--- config.mk ---
export PLATFORM = sky130hd
export DESIGN_NAME = b14_bus_responder
export DESIGN_NICKNAME = d
export VERILOG_FILES = /design/src/rtl/b14_bus_responder.sv
export SDC_FILE = /design/constraint.sdc
export NUM_CORES = 1
export LEC_CHECK = 0
export CORE_MARGIN = 2
export CORE_UTILIZATION = 59
export DETAILED_ROUTE_END_ITERATION = 8
export PLACE_DENSITY = 0.82
export SYNTH_ARGS = -nofsm -noshare
export SYNTH_HDL_FRONTEND = slang
export SYNTH_SLANG_ARGS = --single-unit
--- constraint.sdc ---
create_clock -name clock -period 5.8 [get_ports clock]
set_input_delay 1.74 -clock clock [delete_from_list [all_inputs] [get_ports clock]]
set_output_delay 1.74 -clock clock [all_outputs]
set_load 0.1 [all_outputs]
--- src/rtl/b14_bus_responder.sv ---
// Memory-side responder for the b14 bus: word RAM, RD_LAT-deep read pipeline, bench preload port.
// Define B14_RESP_WRLOG_EN to build the last-write capture registers.
module b14_bus_responder #(
   parameter int unsigned DEPTH_LOG2 = 5,
   parameter int unsigned RD_LAT     = 1
) (
   input  logic                  clock,
   input  logic                  reset,
   input  logic [19:0]           addr,
   input  logic [30:0]           datao,
   input  logic                  rd,
   input  logic                  wr,
   input  logic                  ld_en,
   input  logic [DEPTH_LOG2-1:0] ld_addr,
   input  logic [30:0]           ld_data,
   output logic [30:0]           datai,
   output logic                  rd_vld,
   output logic [15:0]           rd_count,
   output logic [15:0]           wr_count,
   output logic                  oob_err,
   output logic [19:0]           last_wr_addr,
   output logic [30:0]           last_wr_data
);

   localparam int unsigned Words = 2 ** DEPTH_LOG2;

   logic [30:0]           mem [Words];
   logic                  in_range;
   logic [DEPTH_LOG2-1:0] idx;
   logic                  issue;
   logic [30:0]           issue_data;
   logic                  wr_commit;
   logic                  oob_hit;
   logic                  fin_vld;
   logic [30:0]           fin_data;

   assign in_range   = (addr >> DEPTH_LOG2) == 20'd0;
   assign idx        = addr[DEPTH_LOG2-1:0];
   assign issue      = rd & ~reset;
   // Combinational RAM read gives read-before-write ordering at the sampling edge.
   assign issue_data = in_range ? mem[idx] : 31'h0;
   assign wr_commit  = wr & in_range & ~ld_en & ~reset;
   assign oob_hit    = ~reset & ~in_range & (rd | (wr & ~ld_en));

   // Preload wins over a bus write and ignores reset; RAM is never cleared.
   always_ff @(posedge clock) begin
      if (ld_en) begin
         mem[ld_addr] <= ld_data;
      end else if (wr_commit) begin
         mem[idx] <= datao;
      end
   end

   if (RD_LAT > 1) begin : g_pipe
      logic [RD_LAT-2:0] vld_q;
      logic [30:0]       data_q [RD_LAT-1];

      always_ff @(posedge clock) begin
         if (reset) begin
            vld_q <= '0;
         end else begin
            vld_q[0] <= issue;
            for (int i = 1; i < int'(RD_LAT) - 1; i++) begin
               vld_q[i] <= vld_q[i-1];
            end
         end
      end

      always_ff @(posedge clock) begin
         data_q[0] <= issue_data;
         for (int i = 1; i < int'(RD_LAT) - 1; i++) begin
            data_q[i] <= data_q[i-1];
         end
      end

      assign fin_vld  = vld_q[RD_LAT-2];
      assign fin_data = data_q[RD_LAT-2];
   end else begin : g_direct
      assign fin_vld  = issue;
      assign fin_data = issue_data;
   end

   always_ff @(posedge clock) begin
      if (reset) begin
         datai    <= 31'h0;
         rd_vld   <= 1'b0;
         rd_count <= 16'h0;
         wr_count <= 16'h0;
         oob_err  <= 1'b0;
      end else begin
         rd_vld <= fin_vld;
         if (fin_vld) begin
            datai <= fin_data;
         end
         if (issue && rd_count != 16'hFFFF) begin
            rd_count <= rd_count + 16'd1;
         end
         if (wr_commit && wr_count != 16'hFFFF) begin
            wr_count <= wr_count + 16'd1;
         end
         if (oob_hit) begin
            oob_err <= 1'b1;
         end
      end
   end

`ifdef B14_RESP_WRLOG_EN
   always_ff @(posedge clock) begin
      if (reset) begin
         last_wr_addr <= 20'h0;
         last_wr_data <= 31'h0;
      end else if (wr_commit) begin
         last_wr_addr <= addr;
         last_wr_data <= datao;
      end
   end
`else
   assign last_wr_addr = 20'h0;
   assign last_wr_data = 31'h0;
`endif

endmodule
==> results of run 1 <==
## worst max path at each step
stage	startpoint	end	slack, ns
finish	addr[10]	mem[23][12]	0.92
floorplan	addr[0]	mem[18][0]	0.77
CTS	addr[10]	mem[16][12]	1.04
detailed placement	addr[10]	mem[23][24]	0.35
global placement	addr[10]	mem[23][25]	0.49
global route	addr[10]	mem[23][10]	0.88
## tightest hold or removal path: stages (launching register included)
cell and delay [ns]:
dfxtp_1 0.34, a21oi_1 0.04, nor2_1 0.07
## routing by layer
layer	up-vias	share of wire [%]
li1	9006	-
met5	-	0.011
met3	275	10
met4	2	3.9
met1	11349	36
met2	1465	50
## area by class of cell
class | count | share of cell area (%)
sequential | 1057 | 65.2
multi-input combinational | 933 | 20.9
clock buffer | 128 | 5.71
timing repair buffer | 216 | 4.36
tap | 940 | 2.47
clock inverter | 64 | 1.24
inverter | 9 | 0.0709
## stage by stage
step	hold slack [ns]	area, sq um	utilization (%)	cells	worst slack (ns)
final	0.493	47700	68.2	3347	0.919
after global routing	0.523	47700	68.2	3347	0.879
after CTS	0.489	47700	68.2	3347	1.04
after detailed placement	0.474	44400	63.5	3155	0.349
after global placement	0.481	44400	63.5	3155	0.494
after floorplan	0.644	41800	-	2163	0.768
## flip-flops by register name, summed over array words and instances, names as in the netlist
register  flops
datai        31
wr_count     16
mem         992
oob_err       1
rd_vld        1
rd_count     16
## cell families (layout without fill, tap and decap cells)
logic type | count (synthesis) | after routing | synth area share (%)
AOI/OAI and AO/OA | 209 | 209 | 3.49
xor gates and xnor gates | 15 | 15 | 0.316
and+or+nand+nor | 310 | 310 | 4.01
other | 1 | 51 | 0.00902
muxes | 346 | 346 | 15.0
buffers and inverters | 173 | 417 | 2.37
adders and majority gates | 2 | 2 | 0.0602
DFF | 1057 | 1057 | 74.8
## power by group through the flow
stage               Combinational, mW  Clock [mW]  Sequential (mW)
CTS                              1.06        6.60             8.47
floorplan                       0.654           0             8.71
finish                           1.07        6.57             8.47
detailed placement               1.05           0             8.63
global route                     1.11        6.88             8.48
global placement                 1.02           0             8.62
## placed cells by master (no fill, tap or decap), types with 51 or more instances in the layout
cell type,Yosys,layout
buf_4,73,55
mux2i_1,96,96
clkbuf_16,0,103
edfxtp_1,992,992
mux4_2,217,217
dfxtp_1,65,65
conb_1,1,51
a211oi_1,62,62
nor2_1,115,90
clkdlybuf4s50_1,0,151
==> flow_summary.ini, run 1 <==
[worst_hold_path]
hp-start = oob_err
hold_depth = 2
hold_end = oob_err
hold_class = flop to flop

[setup_path]
path_depth = 6
critical_path_buf_inv_count = 1
endpoint_kind = flop
slowest_delay_ns = 0.97
ff2ff_path_depth = 5
r2r_setup_slack_ns = 3.44
rr_startpoint = mem[12][5]
path_max_fanout = 31
cp.required_ns = 6.06
critPathTopFamily = simple AND/OR/NAND/NOR gates
r2r_end = datai[5]
cpMaxStageDelayCell = nor2_4
criticalPathCategory = input pin to flop
crit_arrival_ns = 5.14
start_kind = input pin
crit_chain = clkdlybuf4s50_1 -> nor4_2 -> and4_1 -> nand4_1 -> o22a_1 -> nor2_4

[power_and_ir_drop]
clkPwrFrac_pct = 40.8
switching_share_pct = 22.6
p_total_mw = 16.1
pwr-share-comb_pct = 6.6
p_seq_share_pct = 52.6
power_density_mw_per_mm2 = 338
intPower_mw = 12.5
peakVddDrop_mv = 0.253
cellLeakagePower_nw = 15.2
p_switching_mw = 3.64

[global_route]
grt_util_met2_pct = 45.8
grt-ovfl-total = 0
antenna_found_initial = 2
track_usage_pct = 27.9
grt.busiest_layer = met2
use_met1_pct = 36.9
grt_pass1_wl_microns = 149000
grt_pass1_vias = 22808
use_met3_pct = 6.06
grt_start_max_net_pins = 68

[floorplan]
fp.dieArea_sq_mm = 0.0726
die_h_microns = 269
core_area_sq_mm = 0.0699
rows = 97
die_w_microns = 269
start_util_pct = 59.5
num_io_pins = 208

[sta]
period_minus_slack_ns = 4.88
hold_viol_final = 0
period_share_pct = 84.2
slew_viol_final = 0
rsz0062_at_grt = false
fmax_mhz = 205
setup_viol = 0
fin_tns_setup_ns = 0
worstMarginPinSlew_ns = 1.31
relSlewSlack_pct = 12.1
clock_skew_ns = 0.0270

[run_status]
status = complete, no violations

[place]
gp_congestion = 0.849
port_buffers = 156
dp_hpwl_microns = 57000

[cells_and_area]
area_growth_pct = 14.7
fin_nets = 2412
drive_above_1_share_pct = 21.7
register_area_sq_mm = 0.0311
diodes = 0
fill_cells = 4127
multi_input_area_sq_mm = 0.00998

[clock_network]
cts_hold_buf = 0
ctsResizeCount = 0
clock-root-buffer = clkbuf_16
cts_sinks = 1057
clk_path_buf_depth = 3
clock_latency_ns = 0.66
path_clk_slew_ns = 0.06
cts_tree = done
cts_buffers = 101
cts.htree.levels = 3
cts_setup_buffers = 0

[synth]
synth_cell_types = 59
synth.ff_latch_count = 1057
synth_area_sq_mm = 0.0416
synth_cells = 2113
synth_edf_count = 992
yosysMostFrequentCell = edfxtp_1
synth_top_cell_by_area = edfxtp_1
synth_ff_type = edfxtp_1
synthTopCellsByArea = edfxtp_1 72%, mux4_2 12%, dfxtp_1 3.1%, mux2i_1 2.3%, buf_4 1.3%
avgSynthCellArea_sq_um = 19.7
yosys-top-cells-count = 992 x edfxtp_1, 217 x mux4_2, 115 x nor2_1, 96 x mux2i_1, 73 x buf_4
async_reset_ff_share_pct = 0
yosysTopAreaCellShare_pct = 71.7
ys_seq_area_share_pct = 74.8
ys_warn_count = 0

[route]
antenna_left = 0
via_per_inst = 6.60
drtIter0Drc = 2637
firstDrtPassIters = 5
wl_per_cell_microns = 30.1
drt-total-wl_microns = 101000
vias = 22097
drc = 0

[run]
cap_violations = 0
Note: power is estimated with default switching activity, not from simulation.
==> run 2, diff against run 1 <==
==> constraint.sdc (replaced) <==
create_clock -name clock -period 5.1 [get_ports clock]
set_input_delay 1.53 -clock clock [delete_from_list [all_inputs] [get_ports clock]]
set_output_delay 1.53 -clock clock [all_outputs]
set_load 0.1 [all_outputs]
==> flow_summary.ini, run 2 (synthesis results as in run 1) <==
[run_status]
status = complete, no violations

[power_and_ir_drop]
switching_share_pct = 22.5
peakVddDrop_mv = 0.308
intPower_mw = 14.3
clkPwrFrac_pct = 41.2
cellLeakagePower_nw = 15.4
pwr-share-comb_pct = 6.6
power_density_mw_per_mm2 = 384
p_seq_share_pct = 52.2
p_switching_mw = 4.15
p_total_mw = 18.5

[route]
via_per_inst = 6.80
antenna_left = 0
wl_per_cell_microns = 32.8
firstDrtPassIters = 5
drc = 0
drtIter0Drc = 3132
vias = 23026
drt-total-wl_microns = 111000

[cells_and_area]
largest_reg_flops = 992
area_growth_pct = 15.8
largest_registers = mem x992, datai x31
multi_input_area_sq_mm = 0.00998
final_area_sq_mm = 0.0481
instances_no_fill = 3386
drive_above_1_share_pct = 22.8
layout_common_cells = 992 x edfxtp_1, 217 x mux4_2, 151 x clkdlybuf4s50_1
max_flop_register = mem
final_common_cell = edfxtp_1
register_area_sq_mm = 0.0311
fill_cells = 4056
fin_nets = 2453

[sta]
worstMarginPinSlew_ns = 1.12
hold_viol_final = 0
fin_tns_setup_ns = 0
setup_slack_ns = 0.634
relSlewSlack_pct = 24.8
period_minus_slack_ns = 4.47
fmax_mhz = 224
setup_viol = 0
slew_viol_final = 0
period_share_pct = 87.6
rsz0062_at_grt = false
clock_skew_ns = 0.0329

[global_route]
grt_start_max_net_pins = 59
antenna_found_initial = 4
grt_pass1_vias = 23707
grt_pass1_wl_microns = 161000
grt-ovfl-total = 0
track_usage_pct = 30.8

[setup_path]
crit_arrival_ns = 4.77
crit_chain = clkdlybuf4s50_1 -> nor4_2 -> nand4_2 -> buf_4 -> nor4_1 -> a21oi_1 -> nor2_4 -> buf_4
cpMaxStageDelayCell = nor4_1
cp.required_ns = 5.41
criticalPathCategory = input pin to flop
path_max_fanout = 20
path_common_cell = buf_4
start_kind = input pin
path_depth = 8
endpoint_kind = flop
ff2ff_path_depth = 5
critPathTopFamily = simple AND/OR/NAND/NOR gates
slowest_delay_ns = 0.53
critical_path_buf_inv_count = 3

[clock_network]
ctsResizeCount = 0
path_clk_slew_ns = 0.06
clock_latency_ns = 0.68
cts_buffers = 101
clock-root-buffer = clkbuf_16
cts_hold_buf = 0
cts.htree.levels = 3
cts_sinks = 1057
cts_setup_buffers = 0
clk_path_buf_depth = 3
cts_tree = done

[floorplan]
start_util_pct = 59.5
die_w_microns = 269
die_h_microns = 269
fp.dieArea_sq_mm = 0.0726
core_area_sq_mm = 0.0699
num_io_pins = 208
rows = 97

[worst_hold_path]
hold_class = flop to flop
hold_depth = 2

[place]
placedCellCount = 3196
place_ws_ns = 0.305
port_buffers = 156
gp_congestion = 0.853
dp_hpwl_microns = 64000
dpl-instance-area_sq_mm = 0.0448

[run]
cap_violations = 0
==> run 2: cell count changes in the layout (fill, tap and decap cells not counted), sizes merged <==
cell / delta
buf: +41
clkinv: -10
clkbuf: +6
bufinv: +3
clkinvlp: -3
diode: +1
inv: +1
==> run 2: power by group through the flow <==
| stage | clock (mW) | combinational, mW | sequential [mW] |
|---|---|---|---|
| after CTS | 7.59 | 1.21 | 9.64 |
| after floorplan | 0 | 0.744 | 9.91 |
| after global placement | 0 | 1.16 | 9.81 |
| final | 7.60 | 1.22 | 9.64 |
| after detailed placement | 0 | 1.20 | 9.82 |
| after global routing | 7.90 | 1.27 | 9.65 |
==> run 2: layer usage <==
layer | track usage, % | up-vias | wire length (microns)
met5 | 0 | - | 92
met4 | 13.9 | 8 | 5660
met3 | 8.57 | 386 | 14700
met2 | 49.6 | 1850 | 53900
met1 | 39.5 | 11719 | 36800
li1 | - | 9063 | -
==> run 2: stage by stage <==
stage,util (%),hold WS [ns]
after floorplan,-,0.644
after global placement,64.1,0.491
final,68.9,0.521
after CTS,68.9,0.523
after detailed placement,64.1,0.508
after global routing,68.9,0.561
==> run 2: final timing paths <==
kind | end | slack [ns] | startpoint
setup / recovery | mem[6][1] | 0.63 | addr[10]
hold / removal | oob_err | 0.52 | oob_err
setup reg to reg | datai[12] | 2.94 | mem[11][12]
hold reg to reg | oob_err | 0.52 | oob_err
==> run 2: worst register-to-register path, delay by kind of cell, from the launching register on <==
| family | cells | cell delay [ns] |
|---|---|---|
| AO/OA/AOI/OAI | 2 | 0.72 |
| AND/OR/NAND/NOR | 1 | 0.08 |
| flip-flops | 1 | 0.44 |
| multiplexers | 2 | 0.75 |
==> run 2: area by class of cell <==
cell class / count / area share (%)
flip-flops and latches: 1057 / 64.6
multi-input cells: 933 / 20.7
clock buffers: 134 / 5.66
repair buffers: 257 / 5.20
well taps: 940 / 2.44
clock inverters: 55 / 1.32
inverters: 9 / 0.0702
diodes: 1 / 0.00520
==> run 3, diff against run 2 <==
--- a/config.mk
+++ b/config.mk
@@ -8,6 +8,7 @@
 export CORE_MARGIN = 2
 export CORE_UTILIZATION = 59
 export DETAILED_ROUTE_END_ITERATION = 8
+export GPL_ROUTABILITY_DRIVEN = 0
 export PLACE_DENSITY = 0.82
 export SYNTH_ARGS = -nofsm -noshare
 export SYNTH_HDL_FRONTEND = slang
==> results of run 3 <==
The final DEF is identical to that of run 2; final timing and power are the same.
